**src/rtl/melody_sequencer_pkg.sv**
```systemverilog
// Shared encodings and default widths for the melody sequencer.
// FSM state type plus BW/IDX_W/TEMPO_W defaults.
`ifndef MELODY_SEQUENCER_PKG_SV
`define MELODY_SEQUENCER_PKG_SV
package melody_sequencer_pkg;

  localparam int BW_DEF      = 16;
  localparam int IDX_W_DEF   = 7;
  localparam int TEMPO_W_DEF = 24;

  typedef enum logic [1:0] {
    S_IDLE = 2'd0,
    S_LOAD = 2'd1,
    S_PLAY = 2'd2,
    S_GAP  = 2'd3
  } state_t;

endpackage
`endif

```
**src/rtl/melody_sequencer_note_timer.sv**
```systemverilog
// note_timer: per-note tick counter with terminal compares.
// Ports: clk_i, rst_i, clr_i, en_i, len_i, gap_i -> play_end_o, note_end_o.
module note_timer #(
  parameter int TEMPO_W = 24
) (
  input  logic               clk_i,
  input  logic               rst_i,
  input  logic               clr_i,
  input  logic               en_i,
  input  logic [TEMPO_W-1:0] len_i,
  input  logic [TEMPO_W-1:0] gap_i,
  output logic               play_end_o,
  output logic               note_end_o
);

  logic [TEMPO_W-1:0] tick_cnt;

  always_ff @(posedge clk_i) begin
    if (rst_i || clr_i) begin
      tick_cnt <= '0;
    end else if (en_i) begin
      tick_cnt <= tick_cnt + TEMPO_W'(1);
    end
  end

  // gap_i < len_i and len_i >= 1 are guaranteed by the latch logic
  assign play_end_o =
    (tick_cnt == len_i - gap_i - TEMPO_W'(1));
  assign note_end_o =
    (tick_cnt == len_i - TEMPO_W'(1));

endmodule

```
**src/rtl/melody_sequencer.sv**
```systemverilog
// Steps NotesRom at a programmable tempo, with articulation gaps.
// Ports: start/stop/loop control, tempo, ROM addr/data, divider, status.
module melody_sequencer
  import melody_sequencer_pkg::*;
#(
  parameter int BW        = BW_DEF,
  parameter int IDX_W     = IDX_W_DEF,
  parameter int NUM_NOTES = 64,
  parameter int TEMPO_W   = TEMPO_W_DEF
) (
  input  logic               clk_i,
  input  logic               rst_i,
  input  logic               start_i,
  input  logic               stop_i,
  input  logic               loop_en_i,
  input  logic [TEMPO_W-1:0] note_len_i,
  input  logic [TEMPO_W-1:0] gap_len_i,
  output logic [IDX_W-1:0]   note_index_o,
  input  logic [BW-1:0]      divider_value_i,
  output logic [BW-1:0]      divider_value_o,
  output logic               note_strobe_o,
  output logic               busy_o,
  output logic               done_o
);

  localparam logic [IDX_W-1:0] LAST_IDX =
    IDX_W'(NUM_NOTES - 1);

  state_t             state;
  logic [TEMPO_W-1:0] len_q;
  logic [TEMPO_W-1:0] gap_q;
  logic [TEMPO_W-1:0] len_n;
  logic [TEMPO_W-1:0] gap_n;
  logic               play_end;
  logic               note_end;
  logic               tick_en;
  logic               note_done;

  assign len_n = (note_len_i == '0) ?
                 TEMPO_W'(1) : note_len_i;
  assign gap_n = (gap_len_i >= len_n) ?
                 '0 : gap_len_i;

  assign tick_en = (state == S_PLAY) ||
                   (state == S_GAP);

  assign note_done =
    ((state == S_PLAY) && play_end &&
     (gap_q == '0)) ||
    ((state == S_GAP) && note_end);

  assign busy_o = (state != S_IDLE);

  note_timer #(
    .TEMPO_W (TEMPO_W)
  ) u_timer (
    .clk_i      (clk_i),
    .rst_i      (rst_i),
    .clr_i      (!tick_en),
    .en_i       (tick_en),
    .len_i      (len_q),
    .gap_i      (gap_q),
    .play_end_o (play_end),
    .note_end_o (note_end)
  );

  always_ff @(posedge clk_i) begin
    if (rst_i) begin
      state           <= S_IDLE;
      len_q           <= '0;
      gap_q           <= '0;
      note_index_o    <= '0;
      divider_value_o <= '0;
      note_strobe_o   <= 1'b0;
      done_o          <= 1'b0;
    end else begin
      note_strobe_o <= 1'b0;
      done_o        <= 1'b0;
      if (stop_i && (state != S_IDLE)) begin
        state           <= S_IDLE;
        divider_value_o <= '0;
        note_index_o    <= '0;
      end else begin
        unique case (state)
          S_IDLE: begin
            note_index_o <= '0;
            if (start_i && !stop_i) begin
              len_q <= len_n;
              gap_q <= gap_n;
              state <= S_LOAD;
            end
          end
          S_LOAD: begin
            divider_value_o <= divider_value_i;
            note_strobe_o   <= 1'b1;
            state           <= S_PLAY;
          end
          S_PLAY: begin
            if (play_end && (gap_q != '0)) begin
              divider_value_o <= '0;
              state           <= S_GAP;
            end
          end
          S_GAP: begin
          end
        endcase
        // LOAD cycles are silent so back-to-back notes stay articulated
        if (note_done) begin
          divider_value_o <= '0;
          if (note_index_o < LAST_IDX) begin
            note_index_o <= note_index_o + IDX_W'(1);
            state        <= S_LOAD;
          end else if (loop_en_i) begin
            note_index_o <= '0;
            state        <= S_LOAD;
          end else begin
            note_index_o <= '0;
            done_o       <= 1'b1;
            state        <= S_IDLE;
          end
        end
      end
    end
  end

endmodule

```
**config.mk**
```make
export PLATFORM = sky130hd
export DESIGN_NAME = melody_sequencer
export DESIGN_NICKNAME = d
export VERILOG_FILES = /design/src/rtl/melody_sequencer_pkg.sv /design/src/rtl/melody_sequencer_note_timer.sv /design/src/rtl/melody_sequencer.sv
export SDC_FILE = /design/constraint.sdc
export NUM_CORES = 1
export LEC_CHECK = 0
export ABC_AREA = 1
export CAP_MARGIN = 5
export CORE_MARGIN = 2
export CORE_UTILIZATION = 48
export DETAILED_ROUTE_END_ITERATION = 10
export PLACE_DENSITY = 0.67
export SYNTH_ARGS = -nofsm -noshare
export SYNTH_HDL_FRONTEND = slang
export SYNTH_SLANG_ARGS = --single-unit
```
**constraint.sdc**
```tcl
create_clock -name clk_i -period 6 [get_ports clk_i]
set_clock_uncertainty 0.2 [all_clocks]
set_input_delay 0.6 -clock clk_i [delete_from_list [all_inputs] [get_ports clk_i]]
set_output_delay 0.6 -clock clk_i [all_outputs]
set_load 0.02 [all_outputs]
```
# Word-level counts from Yosys, hierarchy flattened

Index checks and enable logic that the tools add are counted.

$add $sub $neg: 5
$mul: 0
Divide/modulo/power cells: 0
Magnitude comparators: 2
Eq/ne operators: 8
Shifts and indexed selects: 0
Mux-type cells: 15
Bitwise operators: 2
Reductions and logical operators: 25

Operator list:

| operator                | count |
|---|---|
| $eq A24 B24 Y1          | 2 |
| $logic_not A24 Y1       | 2 |
| $mux W24                | 2 |
| $sub A24 B1 Y24 const B | 2 |
| $pmux W16 S2            | 1 |
| $add A24 B1 Y24 const B | 1 |
| $ge A24 B24 Y1          | 1 |
| $reduce_bool A24 Y1     | 1 |
| $sub A24 B24 Y24        | 1 |
| $mux W7                 | 3 |
| $mux W16                | 1 |
| $add A7 B1 Y7 const B   | 1 |
| $lt A7 B6 Y1 const B    | 1 |
| $logic_and A1 B1 Y1     | 6 |
| $mux W2                 | 3 |
| $pmux W2 S3             | 1 |
| $reduce_and A3 Y1       | 2 |
| $reduce_bool A2 Y1      | 3 |
| $eq A2 B2 Y1 const B    | 2 |
| $mux W1                 | 4 |
| $reduce_bool A4 Y1      | 1 |
| $reduce_or A4 Y1        | 1 |
| $logic_or A1 B1 Y1      | 3 |
| $ne A3 B2 Y1 const B    | 1 |
| 9 further kinds         | 11 |

Bits in registers: 99
Bits in latches: 0
Bits in writable memories: 0
Memory bits (read-only): 0
Input port bits: 69
Output and inout port bits: 26
Word-level logic and storage cells: 65
Memories kept: 0

# Longest topological paths before layout

Depth in word-level cells: 8
Mapped depth: 22
Gate-level depth less buffers: 22

# Modules after synthesis

Synthesis repeated with hierarchy kept, for this count alone.

Cell total of the unflattened synthesis: 1210
Area total of the unflattened synthesis: 7796.2 µm²

Modules (own cells, without submodules):

| module           | instances | cells each | area an instance (µm²) | sequential area each (µm²) |
|---|---|---|---|---|
| note_timer       | 1         | 714        | 4033.9                 | 480.5 |
| melody_sequencer | 1         | 496        | 3762.4                 | 1501.4 |

# Worst setup path after synthesis

Ideal clock, no wire load.

Kind: register to register
Start: register gap_q[0]
End: register divider_value_o[0]
Setup time: 115 ps
Data arrival time: 2527 ps
Data required time: 5685 ps
Slack: 3158 ps
Cell stages (with the launch flop): 21
Path buffers: 1
Clock period less this slack: 2842 ps
Cells stage by stage: dfxtp_1 inv_1 ha_1 fa_1 nand2_1 nand3_1 nand2_1 nor2_2 nor2_2 inv_2 nand3b_1 nand3b_1 nand2_1 nand2_1 nor2_1 nand4_4 nand2_4 nor2_8 inv_6 buf_12 a21oi_2

Cells in the longest elaborated chain, start to end: 7
Elaborated cells on any way between the ends: 12
Classes of those cells: 2 x add/sub; 2 x eq/ne; 8 x reduce/logical

Ends and longest elaborated chain:

| item                             | RTL line                          | text |
|---|---|---|
| start, declared                  | melody_sequencer.sv:31            | `logic [TEMPO_W-1:0] gap_q;` |
| start signal, assigned           | melody_sequencer.sv:89            | `gap_q <= gap_n;` |
| $sub A24 B24 Y24                 | melody_sequencer_note_timer.sv:28 | `(tick_cnt == len_i - gap_i - TEMPO_W'(1));` |
| $sub A24 B1 Y24                  | melody_sequencer_note_timer.sv:28 |  |
| $eq A24 B24 Y1                   | melody_sequencer_note_timer.sv:28 |  |
| $logic_and A1 B1 Y1 (2 in a row) | melody_sequencer.sv:48            | `((state == S_PLAY) && play_end &&` |
| $logic_or A1 B1 Y1               | melody_sequencer.sv:49            | `(gap_q == '0)) \|\|` |
| $reduce_or A3 Y1 (no line)       | --                                |  |
| end signal, assigned             | melody_sequencer.sv:94            | `divider_value_o <= divider_value_i;` |
| end, declared                    | melody_sequencer.sv:20            | `output logic [BW-1:0] divider_value_o,` |

Several ways; a longest one is shown, not always the timed one.
A chain may end at the register's enable or synchronous reset.

# Worst setup path after layout

Start: input port note_len_i[19]
End: register gap_q[20]

Cells in the longest elaborated chain, start to end: 4

Ends and longest elaborated chain:

| item              | RTL line               | text |
|---|---|---|
| start, declared   | melody_sequencer.sv:16 | `input logic [TEMPO_W-1:0] note_len_i,` |
| $logic_not A24 Y1 | melody_sequencer.sv:39 | `assign len_n = (note_len_i == '0) ?` |
| $mux W24          | melody_sequencer.sv:39 |  |
| via len_n[0]      | melody_sequencer.sv:32 | `logic [TEMPO_W-1:0] len_n;` |
| $ge A24 B24 Y1    | melody_sequencer.sv:41 | `assign gap_n = (gap_len_i >= len_n) ?` |
| $mux W24          | melody_sequencer.sv:41 |  |

The timed path passes the listed nets, and every way through them passes these cells.

==> results.md <==
- Top_reg_cell synth: dfxtp_1
- Total power: 3640 uW
- Vias: 8,328
- Dominant cells by area after synthesis: dfxtp_1, nand2_1, inv_1
- Largest net degree at the start of global routing: 72
- WL/cell: 14.6 um
- Worst endpoint required time: 6.09 ns
- Placed Area: 9370 sq um
- Die Width: 135 um
- Crit path DAT: 3.58 ns
- DRC viols: 0
- Highest clock rate: 0.287 GHz
- Worst Path Max Fanout: 24
- Pre-antenna DRT Iters: 5
- Most common library cells after synthesis: nand2_1, inv_1, nand3_1, nor2_1, a21oi_1
- CTS tree: built
- Initial antenna violation count: 0
- Clk sink count: 99
- NumNets Final: 1,491
- Gr usage total: 0.264
- IO Count: 95
- Hold_buf cts: 0
- Detailed placement HPWL: 19.0 mm
- Worst vdd ir: 0.176 mV
- Via/cell ratio: 5.23
- Power per cell area: 377 nW/um^2
- Status: finished clean
- Share of layout cells above drive strength 1: 0.0700
- Skew-Pair Late Insertion Delay: 0.36 ns
- Fin. Hold Viols: 0
- Die Y-Extent: 135 um
- Critical Path Start Type: primary input
- Crit Path Class: primary input to flop
- Asr flop ratio synth: 0
- Setup TNS: 0 ns
- RR Startpoint: gap_q[0]
- Placer Congestion: 0.932
- Syn nets: 1,415
- P_leak: 0.00433 uW
- Clock-pin slew on the worst setup and hold paths: 0.07 ns
- Final period util: 0.581
- Count of cell types in the netlist: 52
- FILL cells: 1,693
- First-pass GRT wire length: 38.6 mm
- Count leader, synth: nand2_1
- CP endpoint kind: flop
- PostCTS Resize Cnt: 0
- Post-Syn Instances: 1,290
- Core Util, Final: 0.579
- Starting Density: 0.495
- DRT antenna net count: 0
- Clk root buf: clkbuf_16
- Full die area: 18,300 sq um
- Post-CTS setup buffer count: 0
- Yosys top cell by area: dfxtp_1
- Grt total ovfl: 0
- Least-Margin Pin Slew: 0.868 ns
- CTS H-tree depth: 3
- Post-synth EDFFs: 0
- Seq/Total Area, Yosys: 0.240
- Final Cell Area: 9670 sq um
- Vias in the first global route: 7,751
- Seq cells post-synth: 99
- Ys Warns: 0
- Minimum clock period: 3.49 ns
- TritonCTS buffer count: 9
- Core area: 16,700 sq um
- Max-cap violations: 0
- Worst hold start: gap_q[21]
- Std cell rows: 47
- Max transition margin: 0.416
- Ant diodes: 0
- Initial drt markers: 579
- Final number of max-transition violations: 0
- IO Port Bufs: 94
- Clock Tree Buf Depth: 2
- HP Class: flop to flop
- Synthesized area: 8260 sq um
- Critical path origin: note_len_i[19]
- Synth top area share: 0.240
- Area grow syn2layout: 17.0%
- Mean Syn Cell Area: 6.41 sq um
- RSZ-0062 raised after global routing: false
- Final setup fails: 0
- DRT Wirelength: 23.2 mm
==> state kept, by name, indices dropped and copies added, names as in the netlist <==
register and count:
done_o 1, note_strobe_o 1, divider_value_o 16, len_q 24, note_index_o 7, gap_q 24, u_timer.tick_cnt 24, state 2
==> placed cells by master, fill, tap and decap left out, drive strengths merged, types with 4 or more instances in the layout <==
master         count
nand4             46
xnor2             24
buf                4
clkinv             4
inv              196
o21ai             36
a21oi            120
o21a               4
nand2            333
ha                55
clkbuf             9
or2                7
nand3b            11
xor2              34
dfxtp             99
clkdlybuf4s50     94
nor2             132
nor3              16
nor4               8
o21bai             5
nand3            119
==> metal layers <==
metal,up-vias,part of all wire,GRT usage
li1,4338,-,-
met1,3699,0.51,0.401
met2,260,0.41,0.390
met3,31,0.061,0.0299
met4,0,0.023,0.0828
met5,-,0,0
==> path summary, 6_finish.rpt <==
check / endpoint / slack, ns / cells past startpoint
worst max-delay path: gap_q[20] / 2.51 / 15
worst min-delay path: gap_q[21] / 0.27 / 2
worst max register to register: divider_value_o[3] / 2.52 / 16
worst min register to register: gap_q[21] / 0.27 / 2
==> final cells by class <==
class / instances / area (sq um) / area share
timing repair buffer: 98 / 971 / 0.100
clock inverter: 7 / 71.3 / 0.00738
multi-input combinational: 963 / 5410 / 0.559
tap: 220 / 275 / 0.0285
sequential: 99 / 1980 / 0.205
inverter: 195 / 737 / 0.0762
clock buffer: 9 / 225 / 0.0233
==> per-stage QoR <==
step	setup slack, ns	hold WS [ns]	instances
floorplan	3.16	0.245	1290
CTS	2.46	0.268	1591
global placement	2.20	0.253	1575
global route	2.14	0.288	1591
detailed placement	2.09	0.257	1575
finish	2.51	0.268	1591
==> critical path, cell delays in order <==
cell and delay [ns]:
clkdlybuf4s50_1 0.39, inv_1 0.10, nand4_1 0.12, nor4_1 0.46, a41o_1 0.26, ha_1 0.14
inv_1 0.04, a21oi_1 0.12, o31ai_1 0.08, nand2_1 0.06, o211ai_1 0.07, nand3_1 0.07
and3_1 0.70, nand3_1 0.19, a21oi_1 0.17
==> cells by family after synthesis <==
| group | synth area share |
|---|---|
| AND/OR/NAND/NOR | 0.385 |
| buffers and inverters | 0.107 |
| AO/OA/AOI/OAI | 0.115 |
| flip-flops | 0.240 |
| XOR/XNOR | 0.0674 |
| adder cells (fa/ha/maj) | 0.0857 |
==> power by group <==
group	internal, uW	leakage (uW)	switching [uW]
sequential	739	0.000804	108
clock	293	0.000139	291
combinational	794	0.00339	1420
Note: power is estimated with default switching activity, not from simulation.
